**src/rtl/apb4_reg_bridge.sv**
```systemverilog
// APB4 slave to register-bus bridge with a registered IDLE/REQ/WAIT/DONE FSM.
// Optional WAIT timeout compiled in with `define APB4_REG_BRIDGE_TIMEOUT_EN.
module apb4_reg_bridge #(
  parameter int ADDR_WIDTH     = 32,
  parameter int DATA_WIDTH     = 32,
  parameter int BUS_ADDR_WIDTH = 8,
  parameter int TIMEOUT_CYCLES = 16
) (
  input  logic                      clk,
  input  logic                      rst,
  input  logic                      psel,
  input  logic                      penable,
  input  logic                      pwrite,
  input  logic [ADDR_WIDTH-1:0]     paddr,
  input  logic [DATA_WIDTH-1:0]     pwdata,
  input  logic [DATA_WIDTH/8-1:0]   pstrb,
  output logic                      pready,
  output logic                      pslverr,
  output logic [DATA_WIDTH-1:0]     prdata,
  output logic                      o_bus_req,
  output logic                      o_bus_req_is_wr,
  output logic [BUS_ADDR_WIDTH-1:0] o_bus_addr,
  output logic [DATA_WIDTH-1:0]     o_bus_wr_data,
  output logic [DATA_WIDTH-1:0]     o_bus_wr_biten,
  input  logic                      i_bus_req_stall_wr,
  input  logic                      i_bus_req_stall_rd,
  input  logic                      i_bus_rd_ack,
  input  logic                      i_bus_rd_err,
  input  logic                      i_bus_wr_ack,
  input  logic                      i_bus_wr_err,
  input  logic [DATA_WIDTH-1:0]     i_bus_rd_data,
  output logic [1:0]                state_dbg
);

  // Handshake: o_bus_req is a valid held with stable fields until a cycle in which
  // the direction-matching stall is low (the single issue cycle); pready is high for
  // exactly one cycle and completes the APB access phase.
  typedef enum logic [1:0] {IDLE = 2'd0, REQ = 2'd1, WAIT = 2'd2, DONE = 2'd3} state_t;

  state_t                    state, state_n;
  logic                      aborted, aborted_n;
  logic                      req_n, is_wr_n, pready_n, pslverr_n;
  logic [BUS_ADDR_WIDTH-1:0] addr_n;
  logic [DATA_WIDTH-1:0]     wdata_n, biten_n, prdata_n;
  logic [DATA_WIDTH-1:0]     strb_mask, resp_data;
  logic                      in_range, stall, ack, err, timeout;

  assign state_dbg = state;
  assign in_range  = ((paddr >> BUS_ADDR_WIDTH) == '0);
  assign stall     = o_bus_req_is_wr ? i_bus_req_stall_wr : i_bus_req_stall_rd;
  assign ack       = o_bus_req_is_wr ? i_bus_wr_ack : i_bus_rd_ack;
  assign err       = o_bus_req_is_wr ? i_bus_wr_err : i_bus_rd_err;
  assign resp_data = o_bus_req_is_wr ? '0 : i_bus_rd_data;

  always_comb begin
    strb_mask = '0;
    for (int i = 0; i < DATA_WIDTH / 8; i++) strb_mask[8*i +: 8] = {8{pstrb[i]}};
  end

`ifdef APB4_REG_BRIDGE_TIMEOUT_EN
  localparam int CNT_W = $clog2(TIMEOUT_CYCLES + 1);
  logic [CNT_W-1:0] wait_cnt;

  always_ff @(posedge clk or posedge rst) begin
    if (rst)                wait_cnt <= '0;
    else if (state == WAIT) wait_cnt <= wait_cnt + CNT_W'(1);
    else                    wait_cnt <= '0;
  end

  assign timeout = (state == WAIT) && (wait_cnt == CNT_W'(TIMEOUT_CYCLES - 1));
`else
  assign timeout = 1'b0;
`endif

  always_comb begin
    state_n   = state;
    aborted_n = aborted;
    req_n     = 1'b0;
    is_wr_n   = o_bus_req_is_wr;
    addr_n    = o_bus_addr;
    wdata_n   = o_bus_wr_data;
    biten_n   = o_bus_wr_biten;
    pready_n  = 1'b0;
    pslverr_n = 1'b0;
    prdata_n  = '0;
    case (state)
      IDLE: begin
        aborted_n = 1'b0;
        if (psel && !penable) begin
          is_wr_n = pwrite;
          addr_n  = paddr[BUS_ADDR_WIDTH-1:0];
          wdata_n = pwrite ? pwdata : '0;
          biten_n = pwrite ? strb_mask : '0;
          if (in_range) begin
            state_n = REQ;
            req_n   = 1'b1;
          end else begin
            state_n   = DONE;
            pready_n  = 1'b1;
            pslverr_n = 1'b1;
          end
        end
      end
      REQ: begin
        if (stall) begin
          // Not yet issued: an abandoned transfer can simply be withdrawn.
          if (psel) req_n = 1'b1;
          else      state_n = IDLE;
        end else if (ack) begin
          if (psel) begin
            state_n   = DONE;
            pready_n  = 1'b1;
            pslverr_n = err;
            prdata_n  = resp_data;
          end else begin
            state_n = IDLE;
          end
        end else begin
          state_n   = WAIT;
          aborted_n = !psel;
        end
      end
      WAIT: begin
        if (ack || timeout) begin
          if (psel && !aborted) begin
            state_n   = DONE;
            pready_n  = 1'b1;
            pslverr_n = ack ? err : 1'b1;
            prdata_n  = ack ? resp_data : '0;
          end else begin
            state_n = IDLE;
          end
        end else if (!psel) begin
          aborted_n = 1'b1;
        end
      end
      DONE:    state_n = IDLE;
      default: state_n = IDLE;
    endcase
  end

  always_ff @(posedge clk or posedge rst) begin
    if (rst) begin
      state           <= IDLE;
      aborted         <= 1'b0;
      o_bus_req       <= 1'b0;
      o_bus_req_is_wr <= 1'b0;
      o_bus_addr      <= '0;
      o_bus_wr_data   <= '0;
      o_bus_wr_biten  <= '0;
      pready          <= 1'b0;
      pslverr         <= 1'b0;
      prdata          <= '0;
    end else begin
      state           <= state_n;
      aborted         <= aborted_n;
      o_bus_req       <= req_n;
      o_bus_req_is_wr <= is_wr_n;
      o_bus_addr      <= addr_n;
      o_bus_wr_data   <= wdata_n;
      o_bus_wr_biten  <= biten_n;
      pready          <= pready_n;
      pslverr         <= pslverr_n;
      prdata          <= prdata_n;
    end
  end

endmodule

```
**config.mk**
```make
export PLATFORM = sky130hd
export DESIGN_NAME = apb4_reg_bridge
export DESIGN_NICKNAME = d
export VERILOG_FILES = /design/src/rtl/apb4_reg_bridge.sv
export SDC_FILE = /design/constraint.sdc
export NUM_CORES = 1
export LEC_CHECK = 0
export ABC_AREA = 1
export CAP_MARGIN = 20
export CORE_AREA = 2 2 108 110
export DETAILED_ROUTE_END_ITERATION = 6
export DIE_AREA = 0 0 110 112
export GPL_ROUTABILITY_DRIVEN = 0
export GPL_TIMING_DRIVEN = 0
export PLACE_DENSITY = 0.78
export RECOVER_POWER = 50
export SLEW_MARGIN = 20
export SYNTH_ARGS = -nofsm -noshare
export SYNTH_HDL_FRONTEND = slang
export SYNTH_SLANG_ARGS = --single-unit
```
**constraint.sdc**
```tcl
create_clock -name clk -period 3.1 [get_ports clk]
set_clock_uncertainty 0.1 [all_clocks]
set_input_delay 0.31 -clock clk [delete_from_list [all_inputs] [get_ports clk]]
set_output_delay 0.31 -clock clk [all_outputs]
set_load 0.1 [all_outputs]
```
==> impl_metrics.toml <==
[sta]
max_freq_ghz = 0.396
rsz_0062_raised_after_global_routing = "no"
finalWorstPathRequiredPeriod_ns = 2.53
timing.slew.headroom_pct = -3.36
finalHoldViolCount = 0
post-route-period-util_pct = 81.5
worst-slew-pin-transition_ns = 1.54
slew_violations = 33
final_count_of_negative_setup_slack_endpoints = 0
setup-tns-final_ns = 0

[clocking]
insertion_delay_to_the_later_sink_of_the_worst_skew_pair_ns = 0.32
tritoncts = "built"
cts_setup_buffers = 0
ctsHoldBuffers = 0
clk_path_buf_depth = 2
cts-htree-levels = 3
path_clk_slew_ns = 0.06
cts.sinks = 83
numCtsBuffers = 9
cts_repair_resize_count = 0
root_buffer = "clkbuf_16"

[layout]
layout.cells.most_common_list = "217 x clkdlybuf4s50_1, 123 x nand2_1, 83 x dfrtp_1, 42 x inv_1, 42 x o21ai_0"
fraction_of_final_layout_cells_sized_beyond_drive_strength_1_pct = 12.1
final_common_cell = "clkdlybuf4s50_1"
area.growth.synth_to_final_pct = 70.4
fillCellCount = 1025
final_cell_count_no_fill = 796
design.final.nets = 762
layout.cell_area.non_filler_mm2 = 0.00646

[floorplan]
floorplan.rows = 39
top_level_ports = 221
dieHeight_um = 112
fp.dieArea_mm2 = 0.0123
start_util_pct = 33.9
die_w_um = 110
fp.coreArea_mm2 = 0.0112

[outcome]
failing_checks = "max-capacitance violations, max-slew violations"
status = "finished, violations left"

[logic_synthesis]
synthesis.yosys.warnings = 0
synth_sequential_area_ratio_pct = 54.8
synth_area_mm2 = 0.00379
netlist_instances = 416
mean_area_per_synthesized_cell_um2 = 9.11
number_of_library_cell_types_mapped_by_synthesis = 22
synthesized_net_count = 531
ys_seq_elements = 83

[worst_hold_path]
hold_start = "pwrite"
hold_path_class = "primary input to register"

[drt]
routedWlPerCell_um = 13.5
vias_per_cell = 4.52
first_iter_violations = 189
drc = 0
first_pass_iters = 4
postRouteAntennaNets = 0
num_vias = 3594
final_wirelength_um = 10800

[worst_setup_path]
rr_startpoint = "state_dbg[0]"
cp.arrival_ns = 2.12
path_class = "register to primary output"
worst-path-max-fanout = 9
critical_path.startpoint_type = "register"
worst_setup_path_end_kind = "primary output"
worst-endpoint-required_ns = 2.69
critical_path.startpoint = "o_bus_wr_biten[30]"

[placement]
post-dp-hpwl_um = 8500
placed_cells = 779
placedInstanceArea_mm2 = 0.00619
io_buffer_count = 219

[grt]
first_global_vias = 3473
grt_pass1_wl_um = 16700
grt_util_all_layers_pct = 17.4
maximum_number_of_pins_on_one_net_before_global_route_repair = 52
number_of_antenna_violations_at_the_first_check_in_global_routing = 2
grt_remaining_overflow = 0

[job]
cap_viol_max_count = 1
layer usage:
metal,global-route usage (%),wire length [µm],up-vias
met5,0,12,-
met4,5.32,172,2
met3,5.68,906,18
met2,30.2,5510,156
met1,20.2,4150,1693
li1,-,-,1725
synth_stat cells, drive strengths merged:
library cell | instances | area share (%)
buf | 37 | 8.0
o21a | 1 | 0.40
o211ai | 1 | 0.20
o21ai | 42 | 5.5
ha | 4 | 1.3
nand4 | 3 | 0.50
nor2 | 25 | 2.7
inv | 44 | 4.4
a21oi | 5 | 0.76
nand3 | 36 | 7.7
nand2 | 125 | 13
dfrtp | 83 | 55
clkbuf | 10 | 1.3
path summary, 6_finish.rpt:
| check | slack, ns | cells after the start | end |
|---|---|---|---|
| worst max-delay path | 0.57 | 2 | o_bus_wr_biten[26] |
| worst min-delay path | 0.24 | 3 | o_bus_wr_data[18] |
| worst max register to register | 0.82 | 8 | prdata[31] |
| worst min register to register | 0.38 | 2 | o_bus_addr[2] |
| max in group asynchronous | 1.36 | 3 | o_bus_wr_data[19] |
| min in group asynchronous | 0.70 | 2 | prdata[9] |
worst max-delay path, stage by stage, from the launching register on:
cell,delay (ns)
dfrtp_1,0.51
buf_4,0.16
clkdlybuf4s50_1,1.12
per-stage QoR:
stage	worst slack (ns)	hold slack [ns]	utilization, %
global placement	-0.679	0.361	55.1
detailed placement	0.917	0.371	55.4
finish	0.573	0.244	57.8
CTS	0.553	0.246	58.2
floorplan	0.553	0.320	-
global route	0.493	0.252	57.8
sequential cells by signal, summed over array words and instances, names as in the netlist, 2 cells and up:
signal	flops
o_bus_wr_biten	4
o_bus_wr_data	32
state_dbg	2
o_bus_addr	8
prdata	32
final cells by class:
type	instances	area, µm²	share of cell area, %
Clock inverter	6	71.3	1.10
Inverter	44	166	2.58
Antenna cell	1	2.50	0.0387
Buffer	47	318	4.92
Clock buffer	10	239	3.70
Sequential cell	83	2080	32.1
Timing Repair Buffer	220	2220	34.4
Multi-Input combinational cell	242	1190	18.4
Tap cell	143	179	2.77
logic make-up (layout without fill, tap and decap cells):
group,Yosys count,after routing,synth area share (%)
fa+ha+maj,4,4,1.32
compound gates,49,49,6.90
other cells,0,1,0
flops,83,83,54.8
buf+inv,91,327,13.6
simple gates,189,189,23.4
Power is left out: the tool's default activity adds up to more than one toggle a clock period on the data nets, which glitch-free logic cannot reach.
